--- src/rtl/tick_timer_sched_if.sv ---
`default_nettype none
// ============================================================================
// Module   : tick_timer_sched_if
// Brief    : Valid/ready event port carrying the index of an expired channel.
// Revision : 1.0 - initial release
// ============================================================================
interface tick_timer_sched_if #(
    parameter int N_CH = 4,
    parameter int ID_W = $clog2(N_CH)
);
    logic            evt_valid;
    logic [ID_W-1:0] evt_id;
    logic            evt_ready;

    modport master (output evt_valid, output evt_id, input evt_ready);
    modport slave  (input evt_valid, input evt_id, output evt_ready);
endinterface
`default_nettype wire

--- src/rtl/tick_timer_sched.sv ---
`default_nettype none
// ============================================================================
// Module   : tick_timer_sched
// Brief    : N one-shot tick timers; expiries are serialized round-robin onto
//            a single-entry valid/ready event register.
// Revision : 1.0 - initial release
// ============================================================================
module tick_timer_sched #(
    parameter int N_CH  = 4,
    parameter int DUR_W = 16
) (
    input  wire                 clk,
    input  wire                 reset,
    input  wire                 tick,
    input  wire  [N_CH-1:0]     start,
    input  wire  [DUR_W-1:0]    dur,
    input  wire  [N_CH-1:0]     cancel,
    output logic [N_CH-1:0]     busy,
    output logic [N_CH-1:0]     overrun,
    tick_timer_sched_if.master  evt
);
    localparam int               ID_W      = $clog2(N_CH);
    localparam logic [ID_W:0]    C_N_CH    = (ID_W+1)'(N_CH);
    localparam logic [ID_W-1:0]  C_LAST_ID = ID_W'(N_CH - 1);
    localparam logic [DUR_W-1:0] C_CNT_ONE = DUR_W'(1);

    logic [DUR_W-1:0] r_cnt [N_CH];
    logic [N_CH-1:0]  r_busy;
    logic [N_CH-1:0]  r_pending;
    logic [N_CH-1:0]  r_overrun;
    logic             r_evt_valid;
    logic [ID_W-1:0]  r_evt_id;
    logic [ID_W-1:0]  r_rr;

    logic [N_CH-1:0]  w_expire;
    logic [N_CH-1:0]  w_take;
    logic             w_load;
    logic             w_grant_vld;
    logic [ID_W-1:0]  w_grant_id;
    logic [ID_W-1:0]  w_rr_nxt;
    logic [ID_W:0]    w_sum;

    // start dominates cancel, cancel dominates tick; dur==0 expires immediately
    for (genvar i = 0; i < N_CH; i++) begin : g_expire
        assign w_expire[i] = start[i] ? (dur == '0)
                           : (!cancel[i] && tick && r_busy[i] && (r_cnt[i] == C_CNT_ONE));
    end

    assign w_load = !r_evt_valid || evt.evt_ready;

    // Descending scan so the lowest offset from r_rr is the final winner
    always_comb begin
        w_grant_vld = 1'b0;
        w_grant_id  = '0;
        w_sum       = '0;
        for (int j = N_CH - 1; j >= 0; j--) begin
            w_sum = {1'b0, r_rr} + (ID_W+1)'(j);
            if (w_sum >= C_N_CH) begin
                w_sum = w_sum - C_N_CH;
            end
            if (r_pending[w_sum[ID_W-1:0]]) begin
                w_grant_vld = 1'b1;
                w_grant_id  = w_sum[ID_W-1:0];
            end
        end
    end

    always_comb begin
        w_take = '0;
        if (w_load && w_grant_vld) begin
            w_take[w_grant_id] = 1'b1;
        end
        w_rr_nxt = (w_grant_id == C_LAST_ID) ? '0 : w_grant_id + 1'b1;
    end

    always_ff @(posedge clk) begin
        if (reset) begin
            for (int i = 0; i < N_CH; i++) begin
                r_cnt[i] <= '0;
            end
            r_busy <= '0;
        end else begin
            for (int i = 0; i < N_CH; i++) begin
                if (start[i]) begin
                    r_cnt[i]  <= dur;
                    r_busy[i] <= (dur != '0);
                end else if (cancel[i]) begin
                    r_cnt[i]  <= '0;
                    r_busy[i] <= 1'b0;
                end else if (tick && r_busy[i]) begin
                    r_cnt[i]  <= r_cnt[i] - C_CNT_ONE;
                    r_busy[i] <= (r_cnt[i] != C_CNT_ONE);
                end
            end
        end
    end

    // An expiry landing on a channel that is being loaded this cycle is not an overrun
    always_ff @(posedge clk) begin
        if (reset) begin
            r_pending   <= '0;
            r_overrun   <= '0;
            r_evt_valid <= 1'b0;
            r_evt_id    <= '0;
            r_rr        <= '0;
        end else begin
            r_pending <= (r_pending & ~w_take) | w_expire;
            r_overrun <= r_overrun | (w_expire & r_pending & ~w_take);
            if (w_load) begin
                r_evt_valid <= w_grant_vld;
                if (w_grant_vld) begin
                    r_evt_id <= w_grant_id;
                    r_rr     <= w_rr_nxt;
                end
            end
        end
    end

    assign busy          = r_busy;
    assign overrun       = r_overrun;
    assign evt.evt_valid = r_evt_valid;
    assign evt.evt_id    = r_evt_id;
endmodule
`default_nettype wire

--- src/flat_wrapper.sv ---
// flat-port wrapper written by rule: the top's interface ports become plain ports
module tick_timer_sched_flat 
#(
    parameter int N_CH  = 4,
    parameter int DUR_W = 16
)
  (clk, reset, tick, start, dur, cancel, busy, overrun, evt_evt_valid, evt_evt_id, evt_evt_ready);
  tick_timer_sched_if #(.N_CH(N_CH)) evt_i ();
  input  wire clk;
  input  wire reset;
  input  wire tick;
  input  wire  [N_CH-1:0] start;
  input  wire  [DUR_W-1:0] dur;
  input  wire  [N_CH-1:0] cancel;
  output logic [N_CH-1:0] busy;
  output logic [N_CH-1:0] overrun;
  output wire logic [$bits(evt_i.evt_valid)-1:0] evt_evt_valid;
  output wire logic [$bits(evt_i.evt_id)-1:0] evt_evt_id;
  input wire logic [$bits(evt_i.evt_ready)-1:0] evt_evt_ready;
  assign evt_evt_valid = evt_i.evt_valid;
  assign evt_evt_id = evt_i.evt_id;
  assign evt_i.evt_ready = evt_evt_ready;
  tick_timer_sched #(.N_CH(N_CH), .DUR_W(DUR_W)) u_core (.clk(clk), .reset(reset), .tick(tick), .start(start), .dur(dur), .cancel(cancel), .busy(busy), .overrun(overrun), .evt(evt_i));
endmodule
--- config.mk ---
export PLATFORM = sky130hd
export DESIGN_NAME = tick_timer_sched_flat
export DESIGN_NICKNAME = d
export VERILOG_FILES = /design/src/rtl/tick_timer_sched_if.sv /design/src/rtl/tick_timer_sched.sv /design/src/flat_wrapper.sv
export SDC_FILE = /design/constraint.sdc
export NUM_CORES = 1
export LEC_CHECK = 0
export CAP_MARGIN = 20
export CORE_ASPECT_RATIO = 2
export CORE_MARGIN = 2
export CORE_UTILIZATION = 59
export DETAILED_ROUTE_END_ITERATION = 8
export PLACE_DENSITY = 0.88
export SETUP_SLACK_MARGIN = 0.4
export SLEW_MARGIN = 5
export SYNTH_ARGS = -nofsm -noshare
export SYNTH_HDL_FRONTEND = slang
export SYNTH_SLANG_ARGS = --single-unit
--- constraint.sdc ---
create_clock -name clk -period 2.7 [get_ports clk]
set_input_delay 0.27 -clock clk [delete_from_list [all_inputs] [get_ports clk]]
set_output_delay 0.27 -clock clk [all_outputs]
set_load 0.005 [all_outputs]
==> impl_metrics.json <==
{
  "status": "finished clean",
  "r2r-start": "u_core.r_cnt[2][11]$_SDFFCE_PN0P_",
  "wl_um": 15300,
  "hold_viol": 0,
  "ys_seq_area_frac": 0.450,
  "synth_edf_count": 64,
  "cts_buffers": 9,
  "drtIter0Drc": 601,
  "dp_cells": 686,
  "fillers": 578,
  "synthCells": 534,
  "drive_gt1_frac": 0.127,
  "fmax_mhz": 437,
  "h-tree-depth": 3,
  "layout.cells.non_filler": 705,
  "worst_pin_slew_ns": 0.816,
  "ir_drop_v": 0.000368,
  "async_flop_share": 0,
  "maxCapViolCount": 0,
  "finalSetupTns_ns": 0,
  "max_stage_delay_ns": 0.55,
  "cts_root_buffer": "clkbuf_16",
  "routedWlPerCell_um": 21.6,
  "die_h_um": 135,
  "cp_num_cells": 4,
  "path_delay_family": "simple AND/OR/NAND/NOR gates",
  "gr-total-overflow": 0,
  "place_hpwl_um": 10700,
  "fp.dieArea_um2": 9330,
  "antenna_found_initial": 0,
  "cp-start-kind": "flip-flop",
  "tritoncts": "built",
  "core_area_um2": 8290,
  "cp.arrival_ns": 2.38,
  "power_mw": 3.46,
  "clk_pin_slew_ns": 0.06,
  "min_period_over_period": 0.848,
  "crit_slowest_cell": "or4_4",
  "worstPathMaxFanout": 2,
  "critPathKind": "reg2reg",
  "endpoint": "u_core.r_cnt[2][15]$_SDFFCE_PN0P_",
  "gp_congestion": 0.919,
  "synth_nets": 574,
  "path_buf_inv": 0,
  "ys_warn_count": 0,
  "hold_depth": 1,
  "grt_start_max_net_pins": 20,
  "cp.required_ns": 2.79,
  "firstDrtPassIters": 6,
  "layout_common_cells": "nand2_1, edfxtp_1, a21oi_1, buf_4, clkdlybuf4s50_1",
  "grt_pass1_wl_um": 24400,
  "n_antenna_cell": 0,
  "cpMostUsedCell": "or4_4",
  "num_vias": 4779,
  "startpoint": "u_core.r_cnt[2][11]$_SDFFCE_PN0P_",
  "fp.dieW_um": 69.3,
  "design_area_um2": 6110,
  "viasPerCell": 6.78,
  "grt_pass1_vias": 4838,
  "syn_area_um2": 5030,
  "ys_types": 59,
  "antenna_left": 0,
  "synth-seq-cells": 81,
  "r2r-end": "u_core.r_cnt[2][15]$_SDFFCE_PN0P_",
  "syn_avg_cell_area_um2": 9.42,
  "clk_path_buf_depth": 2,
  "grt_usage": 0.336,
  "fin_crit_ns": 2.29,
  "synth-main-ff-cell": "edfxtp_1",
  "rsz0062_at_grt": "yes",
  "cp_cell_sequence": "or4_4 -> or4_4 -> or4_1 -> and4bb_1",
  "ctsHoldBuffers": 0,
  "insertion_delay_ns": 0.34,
  "hold_path_startpoint": "u_core.overrun[2]$_SDFF_PP0_",
  "slew_headroom": 0.451,
  "drc": 0,
  "dpl_cell_area_um2": 5740,
  "finalSetupViolCount": 0,
  "fin_skew_ns": 0.00512,
  "slew_violations": 0,
  "r2r_setup_slack_ns": 0.41,
  "p_leak_nw": 2.24,
  "rows": 47,
  "reg2regPathDepth": 4,
  "start_util": 0.607,
  "cts.sinks": 81,
  "min_path_type": "reg2reg",
  "p_per_area_nw_per_um2": 566,
  "final_nets": 642,
  "worstSetupEndpointType": "flip-flop",
  "synthToLayoutAreaGrowth_pct": 21.5,
  "io_pins": 39,
  "io_buffers": 38
}
==> kinds of logic after synthesis <==
group / synth area share
compound gates: 0.174
xor+xnor: 0.0731
fa+ha+maj: 0.0298
buf+inv: 0.0293
flops: 0.450
mux: 0.00895
simple gates: 0.236
==> synthesized netlist by cell type (all sizes together) (2+ instances only) <==
library cell | number | area, um2
a211oi | 19 | 143
a21o | 5 | 37.5
a21oi | 41 | 205
a221o | 3 | 30.0
a311oi | 2 | 17.5
a32oi | 2 | 17.5
and2 | 3 | 18.8
buf | 3 | 12.5
clkbuf | 19 | 71.3
dfxtp | 17 | 340
edfxtp | 64 | 1920
ha | 12 | 150
inv | 17 | 63.8
mux2 | 4 | 45.0
nand2 | 64 | 240
nand2b | 6 | 37.5
nand3 | 15 | 75.1
nand3b | 3 | 22.5
nand4 | 13 | 81.3
nand4b | 7 | 61.3
nor2 | 34 | 128
nor2b | 6 | 37.5
nor3 | 15 | 75.1
nor3b | 5 | 37.5
nor4 | 22 | 150
o211ai | 6 | 45.0
o21ai | 30 | 150
o22ai | 3 | 18.8
o31a | 7 | 61.3
o31ai | 2 | 15.0
o41ai | 3 | 26.3
or2 | 2 | 12.5
or3 | 5 | 32.5
or3b | 3 | 26.3
or4 | 11 | 83.8
or4b | 2 | 20.0
xnor2 | 11 | 96.3
xor2 | 31 | 272
==> report_power, final <==
part / total [mW] / internal (mW) / switching [mW] / leakage, nW
clock network: 1.30 / 0.804 / 0.495 / 0.144
registers: 1.54 / 1.44 / 0.101 / 0.870
logic: 0.621 / 0.271 / 0.349 / 1.23
total: 3.46 / 2.52 / 0.945 / 2.24
==> stage by stage <==
stage | setup slack [ns] | hold slack, ns | utilization
after floorplan | 0.422 | 0.410 | -
after global placement | 0.363 | 0.448 | 0.692
after detailed placement | 0.286 | 0.451 | 0.692
after CTS | 0.418 | 0.468 | 0.732
after global routing | 0.370 | 0.506 | 0.737
final | 0.411 | 0.473 | 0.737
==> final cells by class <==
| cell class | instances | area (um2) | area share |
|---|---|---|---|
| clock buffer | 10 | 229 | 0.0375 |
| tap | 98 | 123 | 0.0201 |
| inverter | 17 | 63.8 | 0.0104 |
| timing repair buffer | 79 | 688 | 0.113 |
| multi-input combinational | 414 | 2660 | 0.436 |
| sequential | 81 | 2260 | 0.370 |
| clock inverter | 6 | 82.6 | 0.0135 |
==> worst min-delay path by stage <==
stage	end	slack (ns)
after global routing	u_core.overrun[2]$_SDFF_PP0_	0.51
after global placement	u_core.overrun[2]$_SDFF_PP0_	0.45
final	u_core.overrun[2]$_SDFF_PP0_	0.47
after CTS	u_core.overrun[2]$_SDFF_PP0_	0.47
after detailed placement	u_core.overrun[2]$_SDFF_PP0_	0.45
after floorplan	u_core.busy[1]$_SDFFE_PP0P_	0.41
==> repair_timing <==
item                                    in CTS  in global routing
pin swaps                                    1                  0
gates resized for setup                      2                  5
cloned                                       0                  0
setup buffers                                2                  0
endpoints found under the setup margin       5                  5
==> routing by layer <==
metal / routed length [um] / part of all wire / vias up / global-route usage
met2: 7730 / 0.51 / 319 / 0.581
li1: - / - / 2167 / -
met1: 5120 / 0.34 / 2207 / 0.366
met3: 1290 / 0.085 / 86 / 0.0664
met5: 0 / 0 / - / 0
met4: 1120 / 0.073 / 0 / 0.227
==> sequential cells by signal, indices dropped and copies added, names as in the netlist <==
name / count
u_core.r_cnt: 64
u_core.busy: 4
u_core.overrun: 4
u_core.r_pending: 4
u_core.evt.evt_id: 2
u_core.r_rr: 2
u_core.evt.evt_valid: 1
Note: power is estimated with default switching activity, not from simulation.
